===== src/rtl/uart_tx_framed.sv =====
// uart_tx_framed: framed UART transmitter (start, data LSB first, parity, stop).
// Ports: sysclk/rst, DBUS+txd_startH in, tx_ready, txd, txd_doneH out.
module uart_tx_framed #(
  parameter int DATA_BITS    = 8,
  parameter int CLKS_PER_BIT = 16,
  parameter int PARITY_EN    = 0,
  parameter int PARITY_ODD   = 0,
  parameter int STOP_BITS    = 1
) (
  input  logic                 sysclk,
  input  logic                 rst,
  input  logic [DATA_BITS-1:0] DBUS,
  input  logic                 txd_startH,
  output logic                 tx_ready,
  output logic                 txd,
  output logic                 txd_doneH
);

  localparam int BW = $clog2(DATA_BITS);
  localparam logic [15:0] DIV_LAST = 16'(CLKS_PER_BIT - 1);
  localparam logic [15:0] DIV_STOP = 16'(CLKS_PER_BIT - 2);
  localparam logic [BW-1:0] BIT_LAST = BW'(DATA_BITS - 1);
  localparam logic STOP_LAST = 1'(STOP_BITS - 1);

  typedef enum logic [2:0] {
    IDLE,
    START,
    DATA,
    PARITY,
    STOP
  } state_t;

  state_t               state, state_d;
  logic [15:0]          div, div_d;
  logic [BW-1:0]        bit_cnt, bit_cnt_d;
  logic                 stop_cnt, stop_cnt_d;
  logic [DATA_BITS-1:0] shreg, shreg_d;
  logic                 par, par_d;
  logic                 txd_d, done_d;
  logic                 bit_end, stop_end;

  assign bit_end  = (div == DIV_LAST);
  // The last stop cycle is the IDLE/done cycle, so STOP leaves one
  // cycle early; this lets a back-to-back start follow with no gap.
  assign stop_end = (div == DIV_STOP) && (stop_cnt == STOP_LAST);
  assign tx_ready = (state == IDLE);

  always_comb begin
    state_d    = state;
    div_d      = div + 16'd1;
    bit_cnt_d  = bit_cnt;
    stop_cnt_d = stop_cnt;
    shreg_d    = shreg;
    par_d      = par;
    txd_d      = txd;
    done_d     = 1'b0;
    unique case (state)
      IDLE: begin
        div_d = '0;
        txd_d = 1'b1;
        if (txd_startH) begin
          state_d    = START;
          shreg_d    = DBUS;
          par_d      = (^DBUS) ^ 1'(PARITY_ODD);
          bit_cnt_d  = '0;
          stop_cnt_d = 1'b0;
          txd_d      = 1'b0;
        end
      end
      START: begin
        if (bit_end) begin
          state_d = DATA;
          div_d   = '0;
          txd_d   = shreg[0];
        end
      end
      DATA: begin
        if (bit_end) begin
          div_d = '0;
          if (bit_cnt == BIT_LAST) begin
            if (PARITY_EN != 0) begin
              state_d = PARITY;
              txd_d   = par;
            end else begin
              state_d = STOP;
              txd_d   = 1'b1;
            end
          end else begin
            bit_cnt_d = bit_cnt + BW'(1);
            shreg_d   = shreg >> 1;
            txd_d     = shreg[1];
          end
        end
      end
      PARITY: begin
        if (bit_end) begin
          state_d = STOP;
          div_d   = '0;
          txd_d   = 1'b1;
        end
      end
      STOP: begin
        txd_d = 1'b1;
        if (stop_end) begin
          state_d = IDLE;
          div_d   = '0;
          done_d  = 1'b1;
        end else if (bit_end) begin
          div_d      = '0;
          stop_cnt_d = 1'b1;
        end
      end
      default: begin
        state_d = IDLE;
        div_d   = '0;
        txd_d   = 1'b1;
      end
    endcase
  end

  always_ff @(posedge sysclk) begin
    if (rst) begin
      state     <= IDLE;
      div       <= '0;
      bit_cnt   <= '0;
      stop_cnt  <= 1'b0;
      shreg     <= '0;
      par       <= 1'b0;
      txd       <= 1'b1;
      txd_doneH <= 1'b0;
    end else begin
      state     <= state_d;
      div       <= div_d;
      bit_cnt   <= bit_cnt_d;
      stop_cnt  <= stop_cnt_d;
      shreg     <= shreg_d;
      par       <= par_d;
      txd       <= txd_d;
      txd_doneH <= done_d;
    end
  end

endmodule


===== config.mk =====
export PLATFORM = sky130hd
export DESIGN_NAME = uart_tx_framed
export DESIGN_NICKNAME = d
export VERILOG_FILES = /design/src/rtl/uart_tx_framed.sv
export SDC_FILE = /design/constraint.sdc
export NUM_CORES = 1
export LEC_CHECK = 0
export ABC_AREA = 1
export CAP_MARGIN = 20
export CORE_AREA = 2 2 77 79
export DETAILED_ROUTE_END_ITERATION = 10
export DIE_AREA = 0 0 79 81
export SETUP_SLACK_MARGIN = 0.15
export SLEW_MARGIN = 20
export SYNTH_ARGS = -nofsm -noshare
export SYNTH_HDL_FRONTEND = slang
export SYNTH_SLANG_ARGS = --single-unit
export TNS_END_PERCENT = 20

===== constraint.sdc =====
create_clock -name sysclk -period 1.7 [get_ports sysclk]
set_input_delay 0.17 -clock sysclk [delete_from_list [all_inputs] [get_ports sysclk]]
set_output_delay 0.17 -clock sysclk [all_outputs]
set_load 0.01 [all_outputs]

Word level (Yosys, flattened, before mapping)
Index checks and enable logic that the tools add are counted.
{"block": "totals", "reg_bits": 33, "input_bits": 11, "output_inout_bits": 3, "wordCells": 65}
{"block": "classes", "add_sub_neg": 2, "n_eq_ne": 16, "n_mux": 28, "bitwise": 2, "n_reduce_logical": 10}
{"cell": "16-bit by 4-bit equality test with 1-bit output (second input constant)", "n": 2}
{"cell": "16-bit two-way mux", "n": 2}
{"cell": "16-bit one-hot mux with 2 select lines", "n": 1}
{"cell": "3-bit two-way mux", "n": 9}
{"cell": "8-bit two-way mux", "n": 3}
{"cell": "2-bit inequality test (second input constant)", "n": 9}
{"cell": "16-bit by 1-bit adder with 16-bit output (second input constant)", "n": 1}
{"cell": "8-bit one-hot mux with 2 select lines", "n": 1}
{"cell": "3-bit one-hot mux with 5 select lines", "n": 1}
{"cell": "1-bit two-way mux", "n": 8}
{"cell": "4-bit AND reduction", "n": 2}
{"cell": "3-bit by 2-bit equality test with 1-bit output (second input constant)", "n": 2}
{"cell": "3-bit equality test (second input constant)", "n": 2}
{"cell": "3-bit one-hot mux with 2 select lines", "n": 1}
{"cell": "6-bit AND reduction", "n": 1}
{"cell": "1-bit one-hot mux with 4 select lines", "n": 1}
{"cell": "2-bit nonzero test", "n": 2}
{"cell": "3-bit by 1-bit adder with 3-bit output (second input constant)", "n": 1}
{"cell": "3-bit by 1-bit equality test with 1-bit output (second input constant)", "n": 1}
{"cell": "3-bit logical NOT", "n": 1}
{"cell": "3-bit AND reduction", "n": 1}
{"cell": "3-bit OR reduction", "n": 1}
{"cell": "1-bit NOT", "n": 2}
{"cell": "1-bit one-hot mux with 2 select lines", "n": 1}
{"cell": "other kinds (2)", "n": 2}

Depth between registers and ports, before layout
Gate-level depths: netlist (run 1).
{"block": "depth", "ltp_word": 4, "mapped_depth": 12, "mapped_depth_nobuf": 12}

Least setup slack after synthesis (run 1)
OpenSTA, ideal clock, no wires.
{"block": "synth_timing", "kind": "flip-flop to flip-flop", "from": "reg div[0]", "to": "reg div[14]", "setup_ps": 115, "arrival_time_ps": 1371, "required_ps": 1585, "setup_slack_ps": 214, "path_stages_with_launch": 8, "n_path_buf": 0, "path_cell_list": "dfxtp_1 > ha_1 > nand3_2 > nor3_1 > nand3_1 > nor3_1 > nand3_1 > and2_1"}
{"block": "synth_via", "elab_chain_cells": 4, "elab_cells_between_ends": 7, "cone_classes": "add/sub: 1; eq/ne: 2; mux: 3; reduce/logical: 1"}
{"element": "start: declaration", "line_no": "34", "source": "logic [15:0] div, div_d;"}
{"element": "start signal: assignment", "line_no": "133", "source": "div <= div_d;"}
{"element": "16-bit by 1-bit adder with 16-bit output, or another cell as far along", "line_no": "50", "source": "div_d = div + 16'd1;"}
{"element": "16-bit two-way mux or 1-bit logical AND (tied branches)"}
{"element": "16-bit two-way mux", "line_no": "104", "source": "if (stop_end) begin"}
{"element": "16-bit one-hot mux with 2 select lines *", "line_no": "57", "source": "unique case (state)"}
Mark *: on every way between the ends. The rest lies on a longest branch, timed or not.
A chain may end at the register's enable or synchronous reset.

Final worst setup path (run 1)
Same ends and word-level chain as after synthesis.

==> results of run 1 <==
[metrics by stage]
| stage | utilization [%] | instances | instance area (um2) |
|---|---|---|---|
| after floorplan | - | 252 | 1730 |
| after global placement | 34.7 | 342 | 1970 |
| after detailed placement | 34.7 | 342 | 1970 |
| after CTS | 37.6 | 354 | 2140 |
| after global routing | 40.6 | 360 | 2300 |
| final | 40.6 | 360 | 2300 |
[cell usage in the layout, fill, tap and decap left out, types with 5 or more instances in the layout]
cell type	netlist	final
nand3_1	11	9
nor2_1	52	42
o21ai_0	12	10
clkbuf_8	0	6
inv_1	23	21
a21oi_1	8	5
nand2_1	60	59
dfxtp_1	33	26
buf_4	1	13
xor2_1	5	5
clkdlybuf4s50_1	0	12
nor2_4	3	5
nor2_2	2	11
dfxtp_2	0	5
inv_2	4	5
[cell families (layout without fill, tap and decap cells)]
| kind of cell | after synthesis | after routing |
|---|---|---|
| and+or+nand+nor | 152 | 154 |
| DFF | 33 | 33 |
| buffers and inverters | 33 | 64 |
| AOI/OAI and AO/OA | 23 | 23 |
| xor gates and xnor gates | 7 | 7 |
| adders and majority gates | 4 | 4 |
[power breakdown]
part           internal [mW]  leakage [nW]  switching (mW)  total [mW]
Combinational          0.485         0.651           0.751        1.24
Clock                  0.477        0.0574           0.308       0.784
Sequential             0.940         0.273           0.108        1.05
Total                   1.90         0.981            1.17        3.07
[final cells by class]
cell class                 instances  area (um2)  share of cell area [%]
clock buffer                       6        82.6                    3.58
clock inverter                     2        37.5                    1.63
inverter                          27         104                    4.51
multi-input combinational        188        1050                    45.7
sequential                        33         674                    29.3
tap                               75        93.8                    4.07
timing repair buffer              29         260                    11.3
[layer usage]
metal / up-vias / global-route usage, %
li1: 856 / -
met1: 757 / 15.8
met4: 0 / 6.03
met3: 4 / 3.67
met5: - / 0
met2: 35 / 21.1
[worst max-delay path: cells and delay by family (launching register included)]
family                     cells  cell delay (ps)
adders and majority gates      1              160
buffers and inverters          2              110
DFF                            1              360
and+or+nand+nor                9              770
[repair_timing]
action | in CTS | in global routing
resized for setup | 5 | 41
cloned | 1 | 1
buffers inserted | 3 | 5
endpoints found under the hold margin | 0 | 0
pin swaps | 1 | 10
setup endpoints to repair | 28 | 30
[state kept, by name, indices dropped and copies added (netlist names)]
register	cells
bit_cnt	3
div	16
shreg	8
state	3
stop_cnt	1
txd	1
txd_doneH	1
[worst paths after layout]
path	from	depth (start not counted)	endpoint	slack, ps
max	div[0]	12	div[14]	200
min	div[0]	1	div[0]	450
max reg2reg	div[0]	12	div[14]	200
min reg2reg	div[0]	1	div[0]	450
==> impl_results.md, run 1 <==
- Final wirelength: 3.96 mm
- DR vias: 1,652
- Initial antenna violation count: 0
- Async SR Flop Fraction: 0%
- Worst-case clock buffer depth: 2
- Synth Area in Simple Gates: 40.1%
- Min-Delay Path Class: reg2reg
- Met2 wire length: 1.89 mm
- CP most frequent cell: nand2_1
- Clk_lat worst skew: 290 ps
- Core Region: 5680 um2
- Port bufs: 13
- Wire length on met1: 1.87 mm
- Area Growth Syn to Fin: 33.5%
- Vias in the first global route: 1,465
- Max FO, Critical Path: 7
- Final setup vio count: 0
- Total GRT Usage: 12.9%
- Fmax: 667 MHz
- Post-Route Setup TNS: 0 ps
- Final Hold Slack: 445 ps
- Count leader, synth: nand2_1
- Sequential share of the synthesized area: 38.3%
- Relative slew slack: 83.0%
- Adder-cell share of the synthesized area: 2.90%
- Share of layout cells above drive strength 1: 26.3%
- Slew Viols, Final: 0
- HPWL Detailed: 2.60 mm
- CTS sink count: 33
- Seq cells post-synth: 33
- Synth area leader: dfxtp_1
- Syn_nets: 267
- Synthesized area: 1730 um2
- CTS clk-pin slew, worst paths: 70 ps
- Highest routed layer: met4
- Num CTS Buffers: 5
- DRT Pass-1 Iters: 4
- Setup ws final: 200 ps
- DR iter-0 viols: 71
- Top cells by area, synth: dfxtp_1 (38%), nand2_1 (13%), nor2_1 (11%)
- Largest net degree at the start of global routing: 12
- Compound-gate portion of the synthesized area: 6.88%
- Status: finished clean
- Htree depth: 2
- Synth top area share: 38.3%
- Post-synth EDFFs: 0
- # diodes: 0
- Nets: 299
- Lkg Pwr: 0.981 nW
- CP Data Arrival Time: 1690 ps
- Pwr dens: 1330 nW/um2
- CP max-delay cell: dfxtp_4
- Critical path class: reg2reg
- Layout Skew: 6.25 ps
- Slew at the pin closest to its max-slew limit: 254 ps
- Clock period minus worst slack: 1500 ps
- Post-synth cell types: 30
- GRT overflow: 0
- Prevailing post-synth register cell: dfxtp_1
- Final period utilization: 88.2%
- # Max-Cap Violations: 0
- Antenna viol nets, final: 0
- Mapped Cells: 252
- Crit start category: flop
- Filler cells: 591
- First-pass GRT wire length: 6.51 mm
- Final Wtd Congestion: 0.888
- Syn avg cell area: 6.85 um2
- Initial Util: 30.4%
- Die H: 81 um
- Met3 routed WL: 165 um
- Maximum vdd ir drop: 0.000643 V
- CTS tree: done
- Synth Area in XOR/XNOR: 3.55%
- Core Rows: 28
- Worst stage delay on the critical path: 360 ps
- Number of hold violations in the final report: 0
- WL per Instance: 11.0 um
- Pre-CTS setup slack: 13.2 ps
- Mux share of post-synthesis cell area: 0%
- Cells along the critical path: inv_2 -> ha_2 -> nand2_1 -> inv_1 -> nand2_1 -> nor2_1 -> nand2_1 -> nand2_2 -> nand2_2 -> nand3_4 -> nor2_1 -> and2_1
- CP Capture Type: flop
- Largest family of logic cells by synthesized area: simple AND/OR/NAND/NOR gates
- CTS Root Cell: clkbuf_8
- Final Power: 3.07 mW
- Hold buffer count at CTS: 0
- DRC errors left: 0
- Via/cell ratio: 4.59
- RSZ-0062 raised after global routing: yes
- Most instantiated cells after synthesis: nand2_1 (60), nor2_1 (52), dfxtp_1 (33), inv_1 (23), o21ai_0 (12)
- Die Wd: 79 um
- Worst endpoint required time: 1890 ps
- Die outline area: 6400 um2
- Ys Warns: 0
- I/O pins: 14
(Power assumes the default switching activity.)
==> run 2, diff against run 1 <==
--- a/config.mk
+++ b/config.mk
@@ -10,6 +10,7 @@
 export CORE_AREA = 2 2 77 79
 export DETAILED_ROUTE_END_ITERATION = 10
 export DIE_AREA = 0 0 79 81
+export RECOVER_POWER = 25
 export SETUP_SLACK_MARGIN = 0.15
 export SLEW_MARGIN = 20
 export SYNTH_ARGS = -nofsm -noshare
==> run 2 against run 1 <==
Against the previous run:
- register-to-register slack hardly changed
- maximum frequency did not move
- largest power group unchanged
- clock-buffer cell count stayed put
- flip-flop and latch count stayed put
- via count up 0.18%
- worst hold slack is the same
- final area down 0.33%
- non-clock buffer count did not move
- die area unchanged
- first-iteration DRC count shrank 1.4%
- global-route usage is the same
==> impl_results.md, run 2 (synthesis results as in run 1) <==
- CTS sink count: 33 (unchanged)
- Clock period minus worst slack: 1500 ps (unchanged)
- CP Capture Type: flop
- GRT overflow: 0 (unchanged)
- Pwr dens: 1320 nW/um2 (-0.49%)
- Critical path class: reg2reg
- Setup ws final: 200 ps (unchanged)
- Die H: 81 um (unchanged)
- Reg with most FFs: div
- # Max-Cap Violations: 0 (unchanged)
- Worst-case clock buffer depth: 2 (unchanged)
- Worst stage delay on the critical path: 360 ps (about the same)
- Maximum vdd ir drop: 0.000642 V (-0.22%)
- Slack of the worst reg-to-reg path: 200 ps (about the same)
- WL per Instance: 11.0 um (about the same)
- Final Cell Area: 2300 um2 (-0.33%)
- Largest registers: div x16, shreg x8
- Final period utilization: 88.2% (unchanged)
- Lkg Pwr: 0.982 nW (about the same)
- Post-Route Setup TNS: 0 ps (unchanged)
- RSZ-0062 raised after global routing: yes
- DP Cell Count: 342 (unchanged)
- Share of layout cells above drive strength 1: 26.0% (-0.35 points)
- DR iter-0 viols: 70 (-1.4%)
- DP Area: 1970 um2 (unchanged)
- Final Power: 3.04 mW (-0.81%)
- CP max-delay cell: dfxtp_4
- DRT Pass-1 Iters: 4 (unchanged)
- Via/cell ratio: 4.60 (+0.18%)
- Final wirelength: 3.96 mm (about the same)
- Htree depth: 2 (unchanged)
- Relative slew slack: 83.0% (unchanged)
- Status: finished clean
- Final setup vio count: 0 (unchanged)
- Final Wtd Congestion: 0.888 (unchanged)
- Port bufs: 13 (unchanged)
- Worst endpoint required time: 1890 ps (about the same)
- Die outline area: 6400 um2 (unchanged)
- Core Rows: 28 (unchanged)
- CP most frequent cell: nand2_1
- Slew at the pin closest to its max-slew limit: 254 ps (unchanged)
- Commonest non-fill, non-tap cell in the layout: nand2_1
- Area Growth Syn to Fin: 33.0%
- I/O pins: 14 (unchanged)
- Die Wd: 79 um (unchanged)
- CTS tree: done
- Num CTS Buffers: 5 (unchanged)
- DR vias: 1,655 (+0.18%)
- Antenna viol nets, final: 0 (unchanged)
- Max FO, Critical Path: 7 (unchanged)
- Cell family with the largest share of critical-path delay: simple AND/OR/NAND/NOR gates
- Core Region: 5680 um2 (unchanged)
- Max reg flops: 16 (unchanged)
- CP Buf/Inv Count: 2 (unchanged)
- DRC errors left: 0 (unchanged)
- Total GRT Usage: 12.9% (unchanged)
- Fmax: 667 MHz (unchanged)
- CTS clk-pin slew, worst paths: 70 ps (about the same)
- Post-Layout Cell Count: 360 (unchanged)
- Number of hold violations in the final report: 0 (unchanged)
- First-pass GRT wire length: 6.51 mm (unchanged)
- Initial Util: 30.4% (unchanged)
- # diodes: 0 (unchanged)
- Vias in the first global route: 1,465 (unchanged)
- Min-Delay Path Class: reg2reg
- Pre-CTS setup slack: 13.2 ps (unchanged)
- Largest net degree at the start of global routing: 12 (unchanged)
- Most frequent cells in the layout: nand2_1 (59), nor2_1 (43), dfxtp_1 (26)
- Crit start category: flop
- Layout Skew: 6.32 ps (+0.0730 ps)
- Initial antenna violation count: 0 (unchanged)
- CP Data Arrival Time: 1690 ps (about the same)
- Cells along the critical path: inv_2 -> ha_2 -> nand2_1 -> inv_1 -> nand2_1 -> nor2_1 -> nand2_1 -> nand2_2 -> nand2_2 -> nand3_4 -> nor2_1 -> and2_1
- Slew Viols, Final: 0 (unchanged)
- HPWL Detailed: 2.60 mm (unchanged)
- Clk_lat worst skew: 290 ps (about the same)
- Hold buffer count at CTS: 0 (unchanged)
- Nets: 299 (unchanged)
- CTS Root Cell: clkbuf_8
## run 2: cell count changes in the layout (fill, tap and decap cells not counted), sizes merged
cell / previous run / this run
clkdlybuf4s50: 12 / 10
dlygate4sd3: 0 / 2
## run 2: path summary, 6_finish.rpt
| check | from | endpoint | cells after the start |
|---|---|---|---|
| setup reg to reg | div[0] | div[14] | 12 |
| hold reg to reg | div[0] | div[0] | 1 |
| hold / removal | div[0] | div[0] | 1 |
| setup / recovery | div[0] | div[14] | 12 |
## run 2: layout make-up
cell class / count / area, um2
fill: 593 / 3380
multi-input combinational: 188 / 1040
sequential: 33 / 674
timing repair buffer: 29 / 260
inverter: 27 / 104
tap: 75 / 93.8
clock buffer: 6 / 82.6
clock inverter: 2 / 37.5
## run 2: where the power goes
| group | internal (mW) | switching, mW |
|---|---|---|
| sequential | 0.940 | 0.104 |
| combinational | 0.472 | 0.743 |
| clock | 0.477 | 0.308 |
## run 2: layer usage
metal  routed length (um)  vias to the layer above  global-route usage, %
met4                   34                        0                   6.03
met5                    0                        -                      0
met2                 1900                       35                   21.1
li1                     -                      856                      -
met1                 1870                      760                   15.8
met3                  165                        4                   3.67
## run 2: what timing repair did
action / 4_1_cts / 5_1_grt
gates resized for setup: 5 / 41
pin swaps: 1 / 10
setup buffers: 3 / 5
endpoints found under the setup margin: 28 / 30
hold endpoints to repair: 0 / 0
gates cloned: 1 / 1
## run 2: per-stage QoR
step	util, %	hold WS, ps
after floorplan	-	239
after global placement	34.7	435
after detailed placement	34.7	444
after CTS	37.6	447
after global routing	40.5	459
final	40.5	445
==> run 3, diff against run 2 <==
--- a/config.mk
+++ b/config.mk
@@ -6,10 +6,13 @@
 export NUM_CORES = 1
 export LEC_CHECK = 0
 export ABC_AREA = 1
-export CAP_MARGIN = 20
+export CAP_MARGIN = 15
+export CELL_PAD_IN_SITES_DETAIL_PLACEMENT = 2
+export CELL_PAD_IN_SITES_GLOBAL_PLACEMENT = 2
 export CORE_AREA = 2 2 77 79
 export DETAILED_ROUTE_END_ITERATION = 10
 export DIE_AREA = 0 0 79 81
+export PLACE_DENSITY_LB_ADDON = 0.1
 export RECOVER_POWER = 25
 export SETUP_SLACK_MARGIN = 0.15
 export SLEW_MARGIN = 20
==> constraint.sdc (replaced) <==
create_clock -name sysclk -period 1.65 [get_ports sysclk]
set_input_delay 0.165 -clock sysclk [delete_from_list [all_inputs] [get_ports sysclk]]
set_output_delay 0.165 -clock sysclk [all_outputs]
set_load 0.01 [all_outputs]
==> run 3 against run 2 <==
Against the previous run:
- worst hold slack gained 20 ps
- register-to-register slack lost 90 ps
- highest routed layer unchanged
- cell count grew 1.7%
- clock skew grew 0.71 ps
- largest cell class unchanged
- first-iteration DRC count shrank 50%
==> impl_results.md, run 3 (synthesis results as in run 1) <==
- DRT Pass-1 Iters: 4 (unchanged)
- CP max-delay cell: dfxtp_2
- Seq pwr share: 35.6% (+1.3 points)
- Hold buffer count at CTS: 0 (unchanged)
- DR vias: 1,707 (+3.1%)
- Worst hold path depth: 1 (unchanged)
- Min-Delay Path Class: reg2reg
- Routing usage on met3: 3.11% (-0.56 points)
- Antenna viol nets, final: 0 (unchanged)
- CP most frequent cell: ha_1
- Final Power: 3.06 mW (+0.51%)
- Final Hold Slack: 465 ps (+19.8 ps)
- Sw Share: 41.3% (+3.4 points)
- Reg with most FFs: div
- Largest net degree at the start of global routing: 12 (unchanged)
- Total GRT Usage: 16.8% (+3.8 points)
- RSZ-0062 raised after global routing: yes
- Initial Util: 30.4% (unchanged)
- P_int: 1.80 mW (-4.9%)
- Status: finished clean
- Maximum vdd ir drop: 0.000528 V (-18%)
- # Max-Cap Violations: 0 (unchanged)
- Final period utilization: 93.1% (+4.9 points)
- Global route hottest layer: met2
- WL per Instance: 14.3 um (+30%)
- Worst stage delay on the critical path: 330 ps (-30 ps)
- Crit start category: flop
- Lkg Pwr: 1.02 nW (+3.5%)
- Clock network power share: 19.6% (-6.2 points)
- R2R cell count: 8 (-4)
- Num CTS Buffers: 5 (unchanged)
- Layout Utilization: 41.8% (+1.3 points)
- M1 GR Usage: 19.4% (+3.6 points)
- CTS Root Cell: clkbuf_8
- Pwr dens: 1290 nW/um2 (-2.7%)
- DRC errors left: 0 (unchanged)
- Die outline area: 6400 um2 (unchanged)
- First-pass GRT wire length: 8.34 mm (+28%)
- I/O pins: 14 (unchanged)
- GR Util met2: 31.3% (+10 points)
- CP Data Arrival Time: 1760 ps (+70 ps)
- Switch Pwr: 1.26 mW (+9.4%)
- Vias in the first global route: 1,830 (+25%)
- Htree depth: 2 (unchanged)
- RR Startpoint: bit_cnt[0]
- Critical path class: reg2reg
- Area Growth Syn to Fin: 37.5%
- GRT overflow: 0 (unchanged)
- DP Area: 2000 um2 (+1.5%)
- Most frequent cells in the layout: nand2_1 (55), nor2_1 (45), dfxtp_1 (25)
- Slew Viols, Final: 0 (unchanged)
- Core Region: 5680 um2 (unchanged)
- Worst Setup SP: bit_cnt[0]
- CTS tree: done
- Final setup vio count: 0 (unchanged)
- Post-Route Setup TNS: 0 ps (unchanged)
- Cells along the critical path: ha_1 -> ha_1 -> inv_2 -> o21ai_2 -> buf_4 -> nor2_4 -> nand3_2 -> a21oi_2
- Die H: 81 um (unchanged)
- Worst-case clock buffer depth: 2 (unchanged)
- Clk_lat worst skew: 280 ps (about the same)
- Comb pwr share: 44.8% (+4.9 points)
- Worst endpoint required time: 1870 ps (-20 ps)
- Hold Crit Start: div[0]
- HPWL Detailed: 3.54 mm (+36%)
- Commonest non-fill, non-tap cell in the layout: nand2_1
- Max reg flops: 16 (unchanged)
- Initial antenna violation count: 0 (unchanged)
- CTS clk-pin slew, worst paths: 70 ps (about the same)
- Final Wtd Congestion: 0.796 (-10%)
- CP Capture Type: flop
- Clock period minus worst slack: 1540 ps (+36.9 ps)
- Core Rows: 28 (unchanged)
- Share of layout cells above drive strength 1: 29.6% (+3.6 points)
- Pre-CTS setup slack: -21.8 ps (-35.0 ps)
- DR iter-0 viols: 35 (-50%)
- Port bufs: 13 (unchanged)
- Post-Layout Cell Count: 366 (+1.7%)
- # diodes: 0 (unchanged)
- DP Cell Count: 346 (+1.2%)
- CTS sink count: 33 (unchanged)
- Die Wd: 79 um (unchanged)
- Final Cell Area: 2370 um2 (+3.3%)
- Max FO, Critical Path: 6 (-1)
- Nets: 305 (+2.0%)
- Number of hold violations in the final report: 0 (unchanged)
- Fmax: 651 MHz (-2.4%)
- Slew at the pin closest to its max-slew limit: 323 ps (+69.6 ps)
- Relative slew slack: 78.3% (-4.7 points)
- Filler cells: 674 (+14%)
- Largest registers: div x16, shreg x8
- Final wirelength: 5.24 mm (+32%)
- Layout Skew: 7.03 ps (+0.709 ps)
- Via/cell ratio: 4.66 (+1.5%)
- Setup ws final: 113 ps (-86.9 ps)
[run 3: changes by cell type in the layout (fill, tap and decap cells not counted), sizes merged]
cell | before | now
clkbuf | 6 | 8
bufinv | 1 | 0
buf | 16 | 23
clkinvlp | 1 | 0
nand2 | 67 | 66
[run 3: area by class of cell]
type | instances | area (um2) | share of cell area, %
multi-input cells | 187 | 1110 | 46.7
flip-flops and latches | 33 | 678 | 28.6
repair buffers | 36 | 310 | 13.1
inverters | 27 | 104 | 4.38
well taps | 75 | 93.8 | 3.95
clock buffers | 8 | 80.1 | 3.37
[run 3: per-layer routing]
| layer | vias to the layer above | wire length, um |
|---|---|---|
| li1 | 866 | - |
| met1 | 822 | 2350 |
| met2 | 13 | 2710 |
| met3 | 6 | 115 |
| met4 | 0 | 61 |
| met5 | - | 0 |
[run 3: critical path: cells and delay by family (launching register included)]
family | cells | cell delay (ps)
buffers and inverters | 2 | 230
AO/OA/AOI/OAI | 2 | 190
flip-flops | 1 | 330
adder cells (fa/ha/maj) | 2 | 400
AND/OR/NAND/NOR | 2 | 340
[run 3: power groups by stage]
stage               clock, mW  combinational (mW)  sequential, mW
floorplan                   0               0.830            1.05
global placement            0                1.12            1.08
detailed placement          0                1.14            1.08
CTS                     0.629                1.23            1.07
global route            0.659                1.56            1.12
finish                  0.600                1.37            1.09
[run 3: what timing repair did]
action                     CTS  global route
cloned                       2             0
pin swaps                    2            19
resized for setup           14            48
setup buffers                2             8
hold endpoints to repair     0             0
setup endpoints to repair   30            31
[run 3: worst paths after layout]
path                endpoint  slack [ps]
setup / recovery  bit_cnt[1]         110
hold / removal        div[0]         470
setup reg to reg  bit_cnt[1]         110
hold reg to reg       div[0]         470
